<file path="config.mk">
export PLATFORM = sky130hd
export DESIGN_NAME = mbus_wakeup_ctrl_flat
export DESIGN_NICKNAME = d
export VERILOG_FILES = /design/src/rtl/mbus_wakeup_ctrl_if.sv /design/src/rtl/mbus_wakeup_ctrl.sv /design/src/flat_wrapper.sv
export SDC_FILE = /design/constraint.sdc
export NUM_CORES = 1
export LEC_CHECK = 0
export ABC_AREA = 1
export ABC_CLOCK_PERIOD_IN_PS = 2850
export CAP_MARGIN = 20
export CORE_AREA = 2 2 47 49
export DETAILED_ROUTE_END_ITERATION = 10
export DIE_AREA = 0 0 49 51
export HOLD_SLACK_MARGIN = 0.02
export PLACE_DENSITY = 0.79
export SYNTH_ARGS = -nofsm -noshare
export SYNTH_HDL_FRONTEND = slang
export SYNTH_SLANG_ARGS = --single-unit
</file>
<file path="constraint.sdc">
create_clock -name CLK -period 2.85 [get_ports CLK]
set_input_delay 0.285 -clock CLK [delete_from_list [all_inputs] [get_ports CLK]]
set_output_delay 0.285 -clock CLK [all_outputs]
set_load 0.005 [all_outputs]
</file>
<file path="src/rtl/mbus_wakeup_ctrl_if.sv">
// Swapper, bus-controller and power-domain signals of mbus_wakeup_ctrl.
// MBUS_WAKEUP_COUNT_EN adds the wake counter clear/value signals.
interface mbus_wakeup_ctrl_if;
    logic       INT_FLAG;
    logic       LAST_CLK;
    logic       SLEEP_REQ;
    logic       INT_FLAG_RESETn;
    logic       SLEEP;
    logic       ISOLATE;
    logic       LAYER_RESETn;
    logic       CLK_GATE;
    logic       WAKEUP;
    logic       WAKE_LAST_CLK;
    logic       BUSY;
`ifdef MBUS_WAKEUP_COUNT_EN
    logic       WAKE_CNT_CLR;
    logic [7:0] WAKE_CNT;

    modport master (
        input  INT_FLAG, LAST_CLK, SLEEP_REQ, WAKE_CNT_CLR,
        output INT_FLAG_RESETn, SLEEP, ISOLATE, LAYER_RESETn, CLK_GATE,
               WAKEUP, WAKE_LAST_CLK, BUSY, WAKE_CNT
    );
    modport slave (
        output INT_FLAG, LAST_CLK, SLEEP_REQ, WAKE_CNT_CLR,
        input  INT_FLAG_RESETn, SLEEP, ISOLATE, LAYER_RESETn, CLK_GATE,
               WAKEUP, WAKE_LAST_CLK, BUSY, WAKE_CNT
    );
`else
    modport master (
        input  INT_FLAG, LAST_CLK, SLEEP_REQ,
        output INT_FLAG_RESETn, SLEEP, ISOLATE, LAYER_RESETn, CLK_GATE,
               WAKEUP, WAKE_LAST_CLK, BUSY
    );
    modport slave (
        output INT_FLAG, LAST_CLK, SLEEP_REQ,
        input  INT_FLAG_RESETn, SLEEP, ISOLATE, LAYER_RESETn, CLK_GATE,
               WAKEUP, WAKE_LAST_CLK, BUSY
    );
`endif
endinterface

</file>
<file path="src/rtl/mbus_wakeup_ctrl.sv">
// MBus wakeup controller: synchronises the swapper interrupt, clears it, and sequences layer power.
// Optional wake counter enabled by defining MBUS_WAKEUP_COUNT_EN.
module mbus_wakeup_ctrl #(
    parameter int STEP_CYCLES = 4,
    parameter int CNT_W       = 3
) (
    input  logic              CLK,
    input  logic              RESETn,
    mbus_wakeup_ctrl_if.master bus
);
    typedef enum logic [3:0] {
        S_ASLEEP, S_PWR_ON, S_REL_RST, S_REL_CLK, S_REL_ISO,
        S_AWAKE, S_GATE_ISO, S_GATE_CLK, S_HOLD_RST, S_PWR_OFF
    } state_t;

    localparam logic [CNT_W-1:0] LP_LOAD = CNT_W'(STEP_CYCLES - 1);

    state_t           r_state;
    logic [CNT_W-1:0] r_cnt;
    logic             r_sync1, r_int_s, r_flag_rstn, r_pending, r_last;
    logic             r_sleep, r_iso, r_lrstn, r_cgate, r_wakeup, r_busy;
    logic             w_accept, w_step_done, w_wake_entry, w_pend_clear;

    // An accepted interrupt is the first synchronised-high cycle while the clear is released.
    assign w_accept     = r_int_s & r_flag_rstn;
    assign w_step_done  = (r_cnt == '0);
    assign w_wake_entry = (r_state == S_REL_ISO) && w_step_done;
    assign w_pend_clear = ((r_state == S_ASLEEP) && r_pending) || w_wake_entry;

    always_ff @(posedge CLK or negedge RESETn) begin
        if (!RESETn) begin
            r_sync1     <= 1'b0;
            r_int_s     <= 1'b0;
            r_flag_rstn <= 1'b1;
            r_last      <= 1'b0;
            r_pending   <= 1'b0;
        end else begin
            r_sync1 <= bus.INT_FLAG;
            r_int_s <= r_sync1;
            if (w_accept)
                r_flag_rstn <= 1'b0;
            else if (!r_flag_rstn && !r_int_s)
                r_flag_rstn <= 1'b1;
            if (w_accept)
                r_last <= bus.LAST_CLK;
            // A wake already under way absorbs any interrupt that arrived during it.
            if (w_pend_clear)
                r_pending <= 1'b0;
            else if (w_accept && (r_state != S_AWAKE))
                r_pending <= 1'b1;
        end
    end

    always_ff @(posedge CLK or negedge RESETn) begin
        if (!RESETn) begin
            r_state  <= S_ASLEEP;
            r_cnt    <= '0;
            r_sleep  <= 1'b1;
            r_iso    <= 1'b1;
            r_lrstn  <= 1'b0;
            r_cgate  <= 1'b1;
            r_wakeup <= 1'b0;
            r_busy   <= 1'b0;
        end else begin
            r_wakeup <= 1'b0;
            if (!w_step_done)
                r_cnt <= r_cnt - CNT_W'(1);
            case (r_state)
                S_ASLEEP: if (r_pending) begin
                    r_state <= S_PWR_ON;  r_sleep <= 1'b0; r_busy <= 1'b1; r_cnt <= LP_LOAD;
                end
                S_PWR_ON: if (w_step_done) begin
                    r_state <= S_REL_RST; r_lrstn <= 1'b1; r_cnt <= LP_LOAD;
                end
                S_REL_RST: if (w_step_done) begin
                    r_state <= S_REL_CLK; r_cgate <= 1'b0; r_cnt <= LP_LOAD;
                end
                S_REL_CLK: if (w_step_done) begin
                    r_state <= S_REL_ISO; r_iso <= 1'b0; r_cnt <= LP_LOAD;
                end
                S_REL_ISO: if (w_step_done) begin
                    r_state <= S_AWAKE;   r_wakeup <= 1'b1; r_busy <= 1'b0;
                end
                S_AWAKE: if (bus.SLEEP_REQ) begin
                    r_state <= S_GATE_ISO; r_iso <= 1'b1; r_busy <= 1'b1; r_cnt <= LP_LOAD;
                end
                S_GATE_ISO: if (w_step_done) begin
                    r_state <= S_GATE_CLK; r_cgate <= 1'b1; r_cnt <= LP_LOAD;
                end
                S_GATE_CLK: if (w_step_done) begin
                    r_state <= S_HOLD_RST; r_lrstn <= 1'b0; r_cnt <= LP_LOAD;
                end
                S_HOLD_RST: if (w_step_done) begin
                    r_state <= S_PWR_OFF;  r_sleep <= 1'b1; r_cnt <= LP_LOAD;
                end
                S_PWR_OFF: if (w_step_done) begin
                    r_state <= S_ASLEEP;   r_busy <= 1'b0;
                end
                default: r_state <= S_ASLEEP;
            endcase
        end
    end

    assign bus.INT_FLAG_RESETn = r_flag_rstn;
    assign bus.SLEEP           = r_sleep;
    assign bus.ISOLATE         = r_iso;
    assign bus.LAYER_RESETn    = r_lrstn;
    assign bus.CLK_GATE        = r_cgate;
    assign bus.WAKEUP          = r_wakeup;
    assign bus.WAKE_LAST_CLK   = r_last;
    assign bus.BUSY            = r_busy;

`ifdef MBUS_WAKEUP_COUNT_EN
    logic [7:0] r_wake_cnt;

    // Clear wins over a simultaneous wake; the count sticks at 255.
    always_ff @(posedge CLK or negedge RESETn) begin
        if (!RESETn)
            r_wake_cnt <= 8'd0;
        else if (bus.WAKE_CNT_CLR)
            r_wake_cnt <= 8'd0;
        else if (w_wake_entry && (r_wake_cnt != 8'hFF))
            r_wake_cnt <= r_wake_cnt + 8'd1;
    end

    assign bus.WAKE_CNT = r_wake_cnt;
`endif
endmodule

</file>
<file path="src/flat_wrapper.sv">
// flat-port wrapper written by rule: the top's interface ports become plain ports
module mbus_wakeup_ctrl_flat 
#(
    parameter int STEP_CYCLES = 4,
    parameter int CNT_W       = 3
)
  (CLK, RESETn, bus_INT_FLAG, bus_LAST_CLK, bus_SLEEP_REQ, bus_INT_FLAG_RESETn, bus_SLEEP, bus_ISOLATE, bus_LAYER_RESETn, bus_CLK_GATE, bus_WAKEUP, bus_WAKE_LAST_CLK, bus_BUSY);
  mbus_wakeup_ctrl_if bus_i ();
  input  logic CLK;
  input  logic RESETn;
  input wire logic [$bits(bus_i.INT_FLAG)-1:0] bus_INT_FLAG;
  input wire logic [$bits(bus_i.LAST_CLK)-1:0] bus_LAST_CLK;
  input wire logic [$bits(bus_i.SLEEP_REQ)-1:0] bus_SLEEP_REQ;
  output wire logic [$bits(bus_i.INT_FLAG_RESETn)-1:0] bus_INT_FLAG_RESETn;
  output wire logic [$bits(bus_i.SLEEP)-1:0] bus_SLEEP;
  output wire logic [$bits(bus_i.ISOLATE)-1:0] bus_ISOLATE;
  output wire logic [$bits(bus_i.LAYER_RESETn)-1:0] bus_LAYER_RESETn;
  output wire logic [$bits(bus_i.CLK_GATE)-1:0] bus_CLK_GATE;
  output wire logic [$bits(bus_i.WAKEUP)-1:0] bus_WAKEUP;
  output wire logic [$bits(bus_i.WAKE_LAST_CLK)-1:0] bus_WAKE_LAST_CLK;
  output wire logic [$bits(bus_i.BUSY)-1:0] bus_BUSY;
  assign bus_i.INT_FLAG = bus_INT_FLAG;
  assign bus_i.LAST_CLK = bus_LAST_CLK;
  assign bus_i.SLEEP_REQ = bus_SLEEP_REQ;
  assign bus_INT_FLAG_RESETn = bus_i.INT_FLAG_RESETn;
  assign bus_SLEEP = bus_i.SLEEP;
  assign bus_ISOLATE = bus_i.ISOLATE;
  assign bus_LAYER_RESETn = bus_i.LAYER_RESETn;
  assign bus_CLK_GATE = bus_i.CLK_GATE;
  assign bus_WAKEUP = bus_i.WAKEUP;
  assign bus_WAKE_LAST_CLK = bus_i.WAKE_LAST_CLK;
  assign bus_BUSY = bus_i.BUSY;
  mbus_wakeup_ctrl #(.STEP_CYCLES(STEP_CYCLES), .CNT_W(CNT_W)) u_core (.CLK(CLK), .RESETn(RESETn), .bus(bus_i));
endmodule
</file>
# == Word level (Yosys, flattened, before mapping) ==
# Cells that the tools add are included.
# word_totals
ff_bits,18
latch_bits,0
ram_bits,0
mem_bits_ro,0
input_bits,5
out_inout_bits,8
n_memories,0
# op_classes
addsub,1
n_mul,0
div,0
n_lt_le_gt_ge,0
n_eq_ne,21
n_shift,0
muxes,32
n_bitwise,1
n_reduce_logical,24
# op_table
op,n
$mux W4,10
$pmux W4 S10,1
$ne A2 B1 Y1 const B,10
$eq A4 B3 Y1 const B,4
$mux W3,4
$reduce_and A3 Y1,4
$reduce_bool A2 Y1,6
$mux W1,11
$reduce_and A10 Y1,1
$pmux W3 S3,1
$eq A4 B2 Y1 const B,2
$eq A4 B4 Y1 const B,2
$pmux W1 S2,4
$reduce_or A6 Y1,1
$eq A4 B1 Y1 const B,1
$logic_and A1 B1 Y1,4
$logic_not A4 Y1,1
$ne A4 B3 Y1 const B,1
$reduce_and A4 Y1,1
$logic_not A3 Y1,1
$pmux W1 S3,1
$reduce_bool A3 Y1,1
$sub A3 B1 Y3 const B,1
$logic_not A1 Y1,2
4 further kinds,4

# == Logic depth before layout (Yosys ltp) ==
# logic_depth
ltp_word,4
ltp_mapped,9
mapped_depth_nobuf,9

# == Worst setup path before layout ==
# No wires, ideal clock.
# synth_path
path_kind,reg2reg
from,register u_core.r_cnt[0]
to,"register u_core.r_cgate, in the netlist u_core.bus.CLK_GATE"
t_arrival_ns,1.210
t_required_ns,2.777
setup_slack_ns,1.567
path_stages_with_launch,8
synth_period_minus_slack_ns,1.283
path_cell_list,dfrtp_1 -> inv_1 -> ha_1 -> nand2_1 -> buf_2 -> nor4_1 -> nor2_1 -> a21oi_1
# synth_via
elab_chain_len,3
elab_cells_between_ends,4
cone_classes,2 x eq/ne; 2 x reduce/logical
# synth_lines
item,line_no,text
"start, declared",mbus_wakeup_ctrl.sv:19,logic [CNT_W-1:0] r_cnt;
"start signal, assigned",mbus_wakeup_ctrl.sv:67,r_cnt <= r_cnt - CNT_W'(1);
$logic_not A3 Y1 *,mbus_wakeup_ctrl.sv:26,assign w_step_done = (r_cnt == '0);
$ne A2 B1 Y1 (no source line),-,
$reduce_and A3 Y1 (no source line) *,-,
"end signal, assigned",mbus_wakeup_ctrl.sv:61,r_cgate <= 1'b1;
"end signal, assigned",mbus_wakeup_ctrl.sv:76,r_state <= S_REL_CLK; r_cgate <= 1'b0; r_cnt <= LP_LOAD;
"end signal, assigned",mbus_wakeup_ctrl.sv:88,r_state <= S_GATE_CLK; r_cgate <= 1'b1; r_cnt <= LP_LOAD;
"end, declared",mbus_wakeup_ctrl.sv:21,"logic r_sleep, r_iso, r_lrstn, r_cgate, r_wakeup, r_busy;"
# Every way passes the cells marked *; elsewhere a longest branch is shown, timed or not.
# A chain may end at the register's enable or synchronous reset.

# == Final worst setup path ==
# layout_path
from,"register u_core.r_flag_rstn, in the netlist u_core.bus.INT_FLAG_RESETn"
to,output port bus_INT_FLAG_RESETn
# layout_lines
item,line_no,text
"start, declared",mbus_wakeup_ctrl.sv:20,"logic r_sync1, r_int_s, r_flag_rstn, r_pending, r_last;"
"start signal, assigned",mbus_wakeup_ctrl.sv:34,r_flag_rstn <= 1'b1;
"start signal, assigned",mbus_wakeup_ctrl.sv:41,r_flag_rstn <= 1'b0;
"start signal, assigned",mbus_wakeup_ctrl.sv:43,r_flag_rstn <= 1'b1;
"end, declared",flat_wrapper.sv:14,output wire logic [$bits(bus_i.INT_FLAG_RESETn)-1:0] bus_INT_FLAG_RESETn;
# No word-level cell between the ends.

==> metrics.json <==
{
  "finish": {
    "layout_commonest_cell": "sky130_fd_sc_hd__nand2_1",
    "utilization_pct": 55.2,
    "regMostFlops": "u_core.r_state",
    "layout.cells.most_common_list": "30 x sky130_fd_sc_hd__nand2_1, 14 x sky130_fd_sc_hd__dfrtp_1, 12 x sky130_fd_sc_hd__clkdlybuf4s50_1",
    "final_cell_area_sq_um": 1140,
    "antenna-diode-count": 0,
    "areaGrowthSynthToFinish_pct": 19.6,
    "final_nets": 136,
    "largest_register_ffs": 4,
    "finish.cell_count_without_fillers": 155,
    "drive_gt1_share_pct": 18.1,
    "layout_top_registers": "u_core.r_state (4), u_core.r_cnt (3)"
  },
  "setup_path": {
    "timing.critical_path.slowest_cell_delay_ns": 0.56,
    "required_time_at_the_endpoint_of_the_critical_path_ns": 2.57,
    "crit_fanout": 3,
    "cp_slowest_cell": "sky130_fd_sc_hd__dfstp_2",
    "crit_path_cell_trace": "clkdlybuf4s50_1",
    "critPathCaptureType": "output port",
    "cp-start-kind": "register",
    "worst-setup-path-type": "register to output port",
    "cp_top_family": "flip-flops",
    "worst_ep_arrival_time_ns": 1.34,
    "path_buf_inv": 1
  },
  "clock_network": {
    "clock_tree.root_cell": "sky130_fd_sc_hd__clkbuf_4",
    "clk_path_buf_depth": 2,
    "clock_tree_from_tritoncts": "yes",
    "cts_sinks": 18,
    "tritoncts.num_buffers": 3,
    "postCtsSetupBuffers": 0,
    "post_cts_resize_count": 0,
    "htree_num_levels": 1,
    "worst_skew_pair.late_latency_ns": 0.29,
    "holdBufCountCts": 0,
    "worst_setup_hold_path_clk_slew_ns": 0.10
  },
  "floorplan": {
    "die_width_um": 49,
    "die-height_um": 51,
    "initial_util_pct": 46.1,
    "ios": 13,
    "core_area_sq_um": 2060,
    "area_of_the_die_sq_um": 2500,
    "rows": 17
  },
  "sta": {
    "fin_crit_sh_pct": 57.2,
    "worst_slew_margin_rel_pct": 47.9,
    "grt_setup_unrepaired": "false",
    "setup_violations": 0,
    "setup_tns_ns": 0,
    "clock_skew_ns": 0.00141,
    "min_period_ns": 1.63,
    "fmax_mhz": 614,
    "fin_worst_hold_slack_ns": 0.360,
    "report.final.slew_viol_count": 0,
    "timing_worst_slew_pin_value_ns": 0.780,
    "fin_ws_ns": 1.22,
    "final-hold-violation-count": 0
  },
  "yosys": {
    "synth_seq_cells": 18,
    "postSynthCellCount": 112,
    "async_reset_ff_share_pct": 100,
    "syn_avg_cell_area_sq_um": 8.50,
    "seq_area_frac_synth_pct": 47.8,
    "synth.lib_cells_used.distinct": 26,
    "synth_enable_flop_cells": 0,
    "netlist_area_sq_um": 952,
    "syn-num-nets": 120,
    "synthesis.yosys.warnings": 0,
    "synth_ff_type": "sky130_fd_sc_hd__dfrtp_1"
  },
  "global_route": {
    "grt_most_used_layer": "met2",
    "grt_pass1_wl_um": 3110,
    "vias_in_the_first_global_route": 720,
    "grt_util_all_layers_pct": 16.4,
    "met2_usage_pct": 27.4,
    "initial_antenna_violation_count": 0,
    "sum_of_overflow_across_all_layers_after_global_routing": 0,
    "largest_net_degree_at_the_start_of_global_routing": 19,
    "grt_use_met1_pct": 21.1,
    "groute.layer.met3.usage_pct": 3.51
  },
  "placed_design": {
    "number_of_instances_in_the_placed_design": 151,
    "globalplace.congestion": 0.905,
    "port_buffers": 12,
    "place_worst_setup_slack_ns": 1.27,
    "hpwlAfterDp_um": 1330,
    "placed_cell_area_sq_um": 1100
  },
  "route": {
    "routed_via_count_divided_by_cell_count": 5.25,
    "initialDrtViolationCount": 30,
    "wl_per_cell_um": 11.8,
    "drt-pass1-iter-count": 4,
    "post_detailed_route_count_of_antenna_violating_nets": 0,
    "drcViolationCount": 0,
    "via_count": 814,
    "wl_um": 1830
  },
  "power": {
    "ir_worst_vdd_mv": 0.665,
    "power_mw": 1.35,
    "pwr_density_cell_nw_per_um2": 1180,
    "power.static_leakage_nw": 0.553
  },
  "run": {
    "drv_cap": 0
  },
  "hold_path": {
    "hp-class": "register to register"
  },
  "outcome": {
    "outcome": "complete, no violations"
  }
}
[power by group]
| part | leakage, nW | switching, mW | internal (mW) |
|---|---|---|---|
| combinational | 0.322 | 0.421 | 0.300 |
| clock | 0.0210 | 0.0801 | 0.0778 |
| sequential | 0.210 | 0.0865 | 0.379 |
[path summary, 6_finish.rpt]
| check | to | slack, ns | startpoint | cells past startpoint |
|---|---|---|---|---|
| min reg2reg | u_core.r_int_s | 0.36 | u_core.r_sync1 | 0 |
| max in group asynchronous | u_core.r_state[0] | 1.93 | RESETn | 1 |
| min in group asynchronous | u_core.bus.WAKEUP | 0.44 | RESETn | 1 |
| max | bus_INT_FLAG_RESETn | 1.22 | u_core.bus.INT_FLAG_RESETn | 1 |
| min | u_core.r_int_s | 0.36 | u_core.r_sync1 | 0 |
| max reg2reg | u_core.r_state[0] | 1.23 | u_core.r_cnt[0] | 9 |
[layout make-up]
type | count | area, sq um
Inverter | 13 | 48.8
Tap cell | 28 | 35.0
Fill cell | 195 | 925
Multi-Input combinational cell | 80 | 443
Sequential cell | 18 | 455
Timing Repair Buffer | 12 | 120
Clock buffer | 4 | 36.3
[routing by layer]
| layer | routed length (um) | up-vias | share of wire [%] |
|---|---|---|---|
| li1 | - | 396 | - |
| met1 | 839 | 388 | 46 |
| met2 | 868 | 26 | 48 |
| met3 | 97 | 4 | 5.3 |
| met4 | 19 | 0 | 1.0 |
| met5 | 0 | - | 0 |
[logic make-up after synthesis]
family / synth area share (%)
compound gates: 8.15
simple gates: 33.2
mux: 1.18
buf+inv: 5.65
flops: 47.8
fa+ha+maj: 3.94
[cells in the mapped netlist, types with 2 or more instances]
cell / count / area share [%]
sky130_fd_sc_hd__nand2_1: 30 / 12
sky130_fd_sc_hd__dfrtp_1: 14 / 37
sky130_fd_sc_hd__nand3_1: 11 / 5.8
sky130_fd_sc_hd__inv_1: 9 / 3.5
sky130_fd_sc_hd__nor2_1: 6 / 2.4
sky130_fd_sc_hd__a21oi_1: 5 / 2.6
sky130_fd_sc_hd__o21ai_0: 5 / 2.6
sky130_fd_sc_hd__dfstp_2: 4 / 11
sky130_fd_sc_hd__inv_2: 4 / 1.6
sky130_fd_sc_hd__ha_1: 3 / 3.9
sky130_fd_sc_hd__nor2_2: 3 / 2.0
sky130_fd_sc_hd__nand2_2: 2 / 1.3
sky130_fd_sc_hd__nand2_4: 2 / 2.4
sky130_fd_sc_hd__nor2_4: 2 / 2.4
Power figures use the tool's default switching activity.
